$ cat config.mk
export PLATFORM = sky130hd
export DESIGN_NAME = log2_iter
export DESIGN_NICKNAME = d
export VERILOG_FILES = /design/src/rtl/log2_iter.sv
export SDC_FILE = /design/constraint.sdc
export NUM_CORES = 1
export LEC_CHECK = 0
export CAP_MARGIN = 30
export CORE_MARGIN = 5
export CORE_UTILIZATION = 50
export CTS_CLUSTER_DIAMETER = 200
export CTS_CLUSTER_SIZE = 10
export DETAILED_ROUTE_END_ITERATION = 12
export GPL_TIMING_DRIVEN = 0
export HOLD_SLACK_MARGIN = 0.06
export MAX_ROUTING_LAYER = met4
export PLACE_DENSITY = 0.7
export SETUP_SLACK_MARGIN = 0.02
export SYNTH_ARGS = -nofsm -noshare
export SYNTH_HDL_FRONTEND = slang
export SYNTH_SLANG_ARGS = --single-unit
$ cat constraint.sdc
create_clock -name I_CLK -period 8.35 [get_ports I_CLK]
set_input_delay 2.0875 -clock I_CLK [delete_from_list [all_inputs] [get_ports I_CLK]]
set_output_delay 2.0875 -clock I_CLK [all_outputs]
set_load 0.02 [all_outputs]
$ cat src/rtl/log2_iter.sv
// Iterative fixed-point log2: leading-one normalise, then one fraction bit per
// cycle by repeated squaring of the Q1.FRAC mantissa. One operation in flight.
module log2_iter #(
  parameter int D_W = 16
) (
  input  logic           I_CLK,
  input  logic           I_RST,
  input  logic           I_VALID,
  output logic           O_READY,
  input  logic [D_W-1:0] I_DATA,
  output logic           O_VALID,
  input  logic           I_READY,
  output logic [D_W-1:0] O_DATA,
  output logic           O_ERR
);

  localparam int FRAC  = D_W - 3;
  localparam int M_W   = FRAC + 1;
  localparam int CNT_W = $clog2(FRAC);
  localparam logic [D_W-1:0] SAT_WORD = {1'b1, {(D_W-1){1'b0}}};

  typedef enum logic [1:0] {S_IDLE, S_NORM, S_ITER, S_DONE} state_t;

  state_t              r_state, w_state_nxt;
  logic [D_W-1:0]      r_x;
  logic [M_W-1:0]      r_m;
  logic [FRAC-2:0]     r_frac;
  logic signed [2:0]   r_e;
  logic [CNT_W-1:0]    r_cnt;
  logic [D_W-1:0]      r_data;
  logic                r_err;

  logic [4:0]          w_p;
  logic                w_err_in;
  logic                w_sat;
  logic [M_W-1:0]      w_m_norm;
  logic [2*FRAC+1:0]   w_q;
  logic                w_bit;
  logic [M_W-1:0]      w_m_sq;
  logic [FRAC-1:0]     w_unused_q;
  logic                w_last;

  function automatic logic [4:0] f_lead_one(input logic [D_W-2:0] v);
    logic [4:0] p;
    p = '0;
    for (int i = 0; i < D_W-1; i++)
      if (v[i]) p = 5'(i);
    return p;
  endfunction

  // Truncating square step: keep the top M_W bits, leading one back at bit FRAC.
  function automatic logic [M_W:0] f_sq_trunc(input logic [2*FRAC+1:0] q);
    if (q[2*FRAC+1]) return {1'b1, q[2*FRAC+1:FRAC+1]};
    else             return {1'b0, q[2*FRAC:FRAC]};
  endfunction

  // Integer part e in [-4,1] fits the 3 bits above the fraction exactly.
  function automatic logic [D_W-1:0] f_pack(input logic signed [2:0] e,
                                            input logic [FRAC-1:0] frac);
    return {e, frac};
  endfunction

  // Normalise stage
  always_comb begin
    w_p      = f_lead_one(r_x[D_W-2:0]);
    w_err_in = r_x[D_W-1] | (r_x == '0);
    w_sat    = (w_p < 5'(FRAC-4));
    if (w_p == 5'(FRAC+1)) w_m_norm = r_x[FRAC+1:1];
    else                   w_m_norm = M_W'(r_x[D_W-2:0] << (5'(FRAC) - w_p));
  end

  // Iteration stage
  always_comb begin
    w_q          = {{M_W{1'b0}}, r_m} * {{M_W{1'b0}}, r_m};
    {w_bit, w_m_sq} = f_sq_trunc(w_q);
    w_unused_q   = w_q[FRAC-1:0];
    w_last       = (r_cnt == CNT_W'(FRAC-1));
  end

  always_comb begin
    w_state_nxt = r_state;
    case (r_state)
      S_IDLE:  if (I_VALID) w_state_nxt = S_NORM;
      S_NORM:  w_state_nxt = (w_err_in || w_sat) ? S_DONE : S_ITER;
      S_ITER:  if (w_last) w_state_nxt = S_DONE;
      S_DONE:  if (I_READY) w_state_nxt = S_IDLE;
      default: w_state_nxt = S_IDLE;
    endcase
  end

  always_ff @(posedge I_CLK) begin
    if (I_RST) r_state <= S_IDLE;
    else       r_state <= w_state_nxt;
  end

  always_ff @(posedge I_CLK) begin
    if (I_RST) begin
      r_cnt  <= '0;
      r_data <= '0;
      r_err  <= 1'b0;
    end else begin
      case (r_state)
        S_NORM: begin
          r_cnt <= '0;
          if (w_err_in) begin
            r_data <= SAT_WORD;
            r_err  <= 1'b1;
          end else if (w_sat) begin
            r_data <= SAT_WORD;
            r_err  <= 1'b0;
          end
        end
        S_ITER: begin
          r_cnt <= r_cnt + CNT_W'(1);
          if (w_last) begin
            r_data <= f_pack(r_e, {r_frac, w_bit});
            r_err  <= 1'b0;
          end
        end
        default: r_cnt <= '0;
      endcase
    end
  end

  always_ff @(posedge I_CLK) begin
    case (r_state)
      S_IDLE: if (I_VALID) r_x <= I_DATA;
      S_NORM: begin
        r_m    <= w_m_norm;
        r_e    <= 3'(w_p - 5'(FRAC));
        r_frac <= '0;
      end
      S_ITER: begin
        r_m    <= w_m_sq;
        r_frac <= {r_frac[FRAC-3:0], w_bit};
      end
      default: ;
    endcase
  end

  assign O_READY = (r_state == S_IDLE);
  assign O_VALID = (r_state == S_DONE);
  assign O_DATA  = r_data;
  assign O_ERR   = r_err;

endmodule

======== Yosys cells after proc, flatten, opt, wreduce, memory -nomap -nowiden ========
Cells that the tools add are included.
cells by class
  add/sub/neg operators ................... 3
  $mul .................................... 1
  magnitude comparators ................... 1
  equality and inequality tests ........... 9
  shift-type cells ........................ 1
  mux-type cells .......................... 31
  bitwise operators ....................... 2
  reduce and logical (&&, ||, !) cells .... 8
operators with widths
  kind                   count
  $mux W5                13
  $mux W16               3
  $pmux W16 S2           1
  $mul A14 B14 Y28       1
  $pmux W14 S2           1
  $pmux W12 S2           1
  $logic_not A16 Y1      1
  $mux W15               1
  $shl A15 B5 Y14        1
  $mux W14               1
  $pmux W2 S4            1
  $mux W2                3
  $reduce_and A3 Y1      2
  $eq A5 B4 Y1 const B   1
  $lt A5 B4 Y1 const B   1
  $mux W1                5
  $sub A4 B5 Y5 const A  1
  $add A4 B1 Y4 const B  1
  $eq A2 B2 Y1 const B   2
  $eq A4 B4 Y1 const B   1
  $ne A2 B2 Y1 const B   2
  $ne A3 B3 Y1 const B   1
  $sub A3 B3 Y3 const B  1
  $eq A2 B1 Y1 const B   1
  9 further kinds        9
storage, ports and cells
  register bits ........................... 68
  logic and storage cells ................. 64

======== Longest topological paths before layout ========
  depth in word-level cells ............... 18
  mapped depth ............................ 26
  mapped depth without buffers ............ 24

======== Least setup slack after synthesis ========
No wires, ideal clock.
  kind .................................... register to register
  start point ............................. register r_m[4]
  end point ............................... register r_m[9], data pin
  arrival ................................. 5.991 ns
  data required time ...................... 8.076 ns
  slack ................................... 2.085 ns
  cell stages (with the launch flop) ...... 25
  period minus slack after synthesis ...... 6.265 ns
  path through ............................ edfxtp_1 -> clkbuf_1 -> nand2_1 -> inv_1 -> fa_1 -> inv_1 -> fa_1 -> inv_1 -> fa_1 -> fa_1 -> fa_1 -> inv_1 -> fa_1 -> inv_1 -> ha_1 -> a21oi_1 -> nand2_1 -> o311ai_0 -> o21ai_0 -> o41ai_2 -> xnor2_1 -> buf_6 -> buf_4 -> mux2i_1 -> a22oi_1
on the way
  cells in the longest elaborated chain, start to end .. 3
RTL lines
  item                      RTL line  RTL
  start: declaration        26        logic [M_W-1:0] r_m;
  start signal: assignment  129       r_m <= w_m_norm;
  start signal: assignment  134       r_m <= w_m_sq;
  $mul A14 B14 Y28          74        w_q = {{M_W{1'b0}}, r_m} * {{M_W{1'b0}}, r_m};
  $mux W15                  53        if (q[2*FRAC+1]) return {1'b1, q[2*FRAC+1:FRAC+1]};
  $pmux W14 S2              126       case (r_state)
Every way passes these cells.
A chain may end at the register's enable or synchronous reset.

======== Final worst setup path ========
  start point ............................. register r_m[5]
  end point ............................... register r_m[9], data pin
The elaborated chain is that of the path after synthesis.

==> report_table.html <==
<table>
<tr><th>Metric</th><th>Value</th></tr>
<tr><th colspan="2">Outcome</th></tr>
<tr><td>Run status</td><td>completed</td></tr>
<tr><th colspan="2">Setup path</th></tr>
<tr><td>Dominant cell type by count on the critical path</td><td>sky130_fd_sc_hd__fa_1</td></tr>
<tr><td>Setup CP Type</td><td>flip-flop to flip-flop</td></tr>
<tr><td>Source of the critical timing path</td><td>r_m[5]</td></tr>
<tr><td>Cell with the largest stage delay on the worst path</td><td>sky130_fd_sc_hd__edfxtp_1</td></tr>
<tr><td>Critical path endpoint category</td><td>flip-flop</td></tr>
<tr><td>CP Max Fanout</td><td>10</td></tr>
<tr><td>Ordered list of cells on the worst path</td><td>clkbuf_1, nand2_1, fa_1, fa_1, inv_1, fa_1, inv_1, fa_1, inv_1, fa_1, inv_1, fa_1, inv_1, ha_1, nand3_1, nand2_1, o311ai_0, o21ai_0, o41ai_2, xnor2_1, buf_6, buf_4, mux2i_1, a22oi_1</td></tr>
<tr><td>FF-to-FF Start</td><td>r_m[5]</td></tr>
<tr><td>Slowest cell delay on critical path</td><td>0.55 ns</td></tr>
<tr><td>Type of origin of the critical path</td><td>flip-flop</td></tr>
<tr><td>Worst path required time</td><td>8.40 ns</td></tr>
<tr><td>Data arrival, critical path</td><td>7.70 ns</td></tr>
<tr><th colspan="2">Timing</th></tr>
<tr><td>Max-slew violation count</td><td>0</td></tr>
<tr><td>Final Hold Viols</td><td>0</td></tr>
<tr><td>Post-Route Skew</td><td>0.008119 ns</td></tr>
<tr><td>Final worst path period need</td><td>7.646 ns</td></tr>
<tr><td>Relative max-transition margin</td><td>0.3400</td></tr>
<tr><td>Setup TNS after final layout</td><td>0 ns</td></tr>
<tr><td>Unrepaired setup endpoints after global routing</td><td>false</td></tr>
<tr><td>Timing-limited maximum frequency</td><td>~0.13 GHz</td></tr>
<tr><td>Final setup vio count</td><td>0</td></tr>
<tr><td>Final clock period utilization by the worst path</td><td>0.9157</td></tr>
<tr><td>Actual slew at the worst max-slew pin</td><td>0.9824 ns</td></tr>
<tr><th colspan="2">Final layout</th></tr>
<tr><td>Share of final-layout standard cells stronger than drive strength 1</td><td>0.04207</td></tr>
<tr><td>Growth of design area from synthesis to finish</td><td>11.17%</td></tr>
<tr><td>Antenna diode count</td><td>0</td></tr>
<tr><td>Final net count</td><td>about 1,300</td></tr>
<tr><th colspan="2">Synth</th></tr>
<tr><td>Post-synthesis cell count</td><td>967</td></tr>
<tr><td>Synth Cell Area</td><td>8926 sq um</td></tr>
<tr><td>Synth Area per Inst</td><td>9.231 sq um</td></tr>
<tr><td>Yosys top cell by area</td><td>sky130_fd_sc_hd__fa_1</td></tr>
<tr><td>Leading cell types by total area after synthesis</td><td>sky130_fd_sc_hd__fa_1, sky130_fd_sc_hd__edfxtp_1, sky130_fd_sc_hd__ha_1, sky130_fd_sc_hd__inv_1, sky130_fd_sc_hd__dfxtp_1</td></tr>
<tr><td>Number of synthesized flops with an enable pin</td><td>45</td></tr>
<tr><td>Mapped Nets</td><td>1,202</td></tr>
<tr><td>Warning count from the yosys run</td><td>0</td></tr>
<tr><td>Synth unique cells</td><td>between 60 and 70</td></tr>
<tr><td>Share of Yosys cell area claimed by the top area cell type</td><td>0.2512</td></tr>
<tr><td>Sequential-to-total area share from yosys stat</td><td>0.2030</td></tr>
<tr><td>Primary flip-flop cell chosen by synthesis mapping</td><td>sky130_fd_sc_hd__edfxtp_1</td></tr>
<tr><td>FFs w/ async S/R, synth</td><td>0</td></tr>
<tr><td>Synthesized flop and latch total</td><td>68</td></tr>
<tr><th colspan="2">Worst hold path</th></tr>
<tr><td>Worst Min Path Start</td><td>O_DATA[7]</td></tr>
<tr><td>Worst hold-check path type</td><td>flip-flop to flip-flop</td></tr>
<tr><th colspan="2">Job</th></tr>
<tr><td># Max-Cap Violations</td><td>0</td></tr>
<tr><th colspan="2">Clock tree</th></tr>
<tr><td>H-Tree Level Count</td><td>3</td></tr>
<tr><td>Post-CTS resize count</td><td>0</td></tr>
<tr><td>Clock insertion delay at the later pin of the skew report</td><td>0.34 ns</td></tr>
<tr><td>Number of clock buffers inserted by TritonCTS</td><td>9</td></tr>
<tr><td>Clock transition at the registers of the reported paths</td><td>0.06 ns</td></tr>
<tr><td>Cts hold-fix bufs</td><td>0</td></tr>
<tr><td>Clock tree from TritonCTS</td><td>done</td></tr>
<tr><td>Buffer levels on the longest clock path</td><td>2</td></tr>
<tr><td># clock sinks</td><td>68</td></tr>
<tr><td>Post-CTS Setup Bufs</td><td>0</td></tr>
<tr><td>Root buffer cell</td><td>sky130_fd_sc_hd__clkbuf_16</td></tr>
<tr><th colspan="2">Floorplan</th></tr>
<tr><td>Starting utilization of the core area</td><td>0.5125</td></tr>
<tr><td>Overall die height</td><td>143.6 microns</td></tr>
<tr><td>Floorplan core area</td><td>17,420 sq um</td></tr>
<tr><td>Die ar.</td><td>roughly 21,000 sq um</td></tr>
<tr><td>Die outline width</td><td>143.6 microns</td></tr>
<tr><td>Io pins</td><td>39</td></tr>
<tr><td>FP Rows</td><td>48</td></tr>
<tr><th colspan="2">Global route</th></tr>
<tr><td>Wire length of the first global-routing pass</td><td>between 30,000 and 40,000 microns</td></tr>
<tr><td>Overflow left after global routing</td><td>0</td></tr>
<tr><td>Number of global-route vias before repair</td><td>7,061</td></tr>
<tr><td>Largest net degree at the start of global routing</td><td>17</td></tr>
<tr><td>Initial antenna violation count</td><td>0</td></tr>
<tr><td>All-layer global routing usage</td><td>0.2109</td></tr>
<tr><th colspan="2">Place</th></tr>
<tr><td>Input/output buffers</td><td>38</td></tr>
<tr><td>Last weighted congestion value of the routability-driven placer</td><td>0.9191</td></tr>
<tr><td>Placed wire-length estimate</td><td>16,100 microns</td></tr>
<tr><th colspan="2">Drt</th></tr>
<tr><td>Starting DRT DRC Count</td><td>371</td></tr>
<tr><td>Per-cell routed wire length</td><td>15.87 microns</td></tr>
<tr><td>Routed wire length</td><td>19,780 microns</td></tr>
<tr><td>Detail Route Antenna Nets</td><td>0</td></tr>
<tr><td>Vias per Instance</td><td>5.377</td></tr>
<tr><td>Vias</td><td>roughly 6,700</td></tr>
<tr><td>DRC violations left</td><td>0</td></tr>
<tr><td>First-pass iteration count of the detailed router</td><td>6</td></tr>
</table>
## path summary, 6_finish.rpt
check / slack, ns / cells past startpoint / endpoint
setup reg to reg: 0.70 / 24 / r_m[9]
setup / recovery: 0.70 / 24 / r_m[9]
hold reg to reg: 0.46 / 2 / O_DATA[7]
hold / removal: 0.46 / 2 / O_DATA[7]
## registers in the layout, summed over array words and instances, names as in the netlist
signal / cells
r_m: 14
r_frac: 12
r_x: 16
r_cnt: 4
O_ERR: 1
r_state: 2
r_e: 3
O_DATA: 16
## per-stage QoR
stage / hold slack [ns] / std cells / util / cell area, sq um / setup slack (ns)
after floorplan: 0.4300 / 967 / - / 8926 / 2.085
after global placement: 0.4463 / 1230 / 0.5505 / 9588 / 0.9179
after detailed placement: 0.4484 / 1231 / 0.5521 / 9615 / 0.8295
after CTS: 0.4601 / 1247 / 0.5698 / 9923 / 0.7414
after global routing: 0.4784 / 1247 / 0.5698 / 9923 / 0.4164
final: 0.4578 / 1247 / 0.5698 / 9923 / 0.7036
## cell usage after synthesis, types with 4 or more instances
master                     instances
sky130_fd_sc_hd__mux2i_1          22
sky130_fd_sc_hd__a21oi_1          54
sky130_fd_sc_hd__nand2b_1          8
sky130_fd_sc_hd__and2_1           38
sky130_fd_sc_hd__ha_1            103
sky130_fd_sc_hd__a221oi_1          9
sky130_fd_sc_hd__fa_1            112
sky130_fd_sc_hd__nand3_1          16
sky130_fd_sc_hd__o211ai_1          4
sky130_fd_sc_hd__a21o_1            7
sky130_fd_sc_hd__clkbuf_1         28
sky130_fd_sc_hd__inv_1           193
sky130_fd_sc_hd__xor2_1            8
sky130_fd_sc_hd__nand2_1         112
sky130_fd_sc_hd__edfxtp_1         45
sky130_fd_sc_hd__a31oi_1           4
sky130_fd_sc_hd__nor2b_1          12
sky130_fd_sc_hd__or2_2             5
sky130_fd_sc_hd__mux2_2            5
sky130_fd_sc_hd__xnor2_1          24
sky130_fd_sc_hd__dfxtp_1          23
sky130_fd_sc_hd__o21ai_0          18
sky130_fd_sc_hd__nor3_1           14
sky130_fd_sc_hd__a211oi_1          4
sky130_fd_sc_hd__and3_1            6
sky130_fd_sc_hd__nor2_1           35
## critical path: cells and delay by family (launching register included)
family | cells | cell delay, ns
xor+xnor | 1 | 0.31
buf+inv | 8 | 1.20
flops | 1 | 0.55
compound gates | 4 | 1.27
simple gates | 3 | 0.35
fa+ha+maj | 7 | 3.42
mux | 1 | 0.25
## routing by layer
metal  track usage  share of wire
met4       0.04361          0.014
met2        0.3586           0.50
met3       0.02263          0.032
met1        0.2757           0.45
met5             -              0
## final cells by class
class                           count  area [sq um]
Fill cell                        1576          7493
Multi-Input combinational cell    670          6223
Sequential cell                    68          1812
Inverter                          194         728.2
Timing Repair Buffer               39         407.9
Tap cell                          225         281.5
Clock buffer                        9         225.2
Buffer                             35         162.7
Clock inverter                      7         82.58
## cells in the final DEF, fill, tap and decap left out, types with 28 or more instances in the layout
cell                              netlist  routed
sky130_fd_sc_hd__a21oi_1               54      54
sky130_fd_sc_hd__and2_1                38      38
sky130_fd_sc_hd__clkbuf_1              28      28
sky130_fd_sc_hd__clkdlybuf4s50_1        0      38
sky130_fd_sc_hd__edfxtp_1              45      45
sky130_fd_sc_hd__fa_1                 112     112
sky130_fd_sc_hd__ha_1                 103     103
sky130_fd_sc_hd__inv_1                193     193
sky130_fd_sc_hd__nand2_1              112     112
sky130_fd_sc_hd__nor2_1                35      35
## cells by family after synthesis
| logic type | share of synthesized area |
|---|---|
| fa+ha+maj | 0.3956 |
| flops | 0.2030 |
| xor+xnor | 0.03140 |
| mux | 0.03098 |
| compound gates | 0.09939 |
| buf+inv | 0.09980 |
| simple gates | 0.1399 |
Power is not shown: default switching activity piles up to over one toggle a cycle in this logic, so the estimate is an artifact.
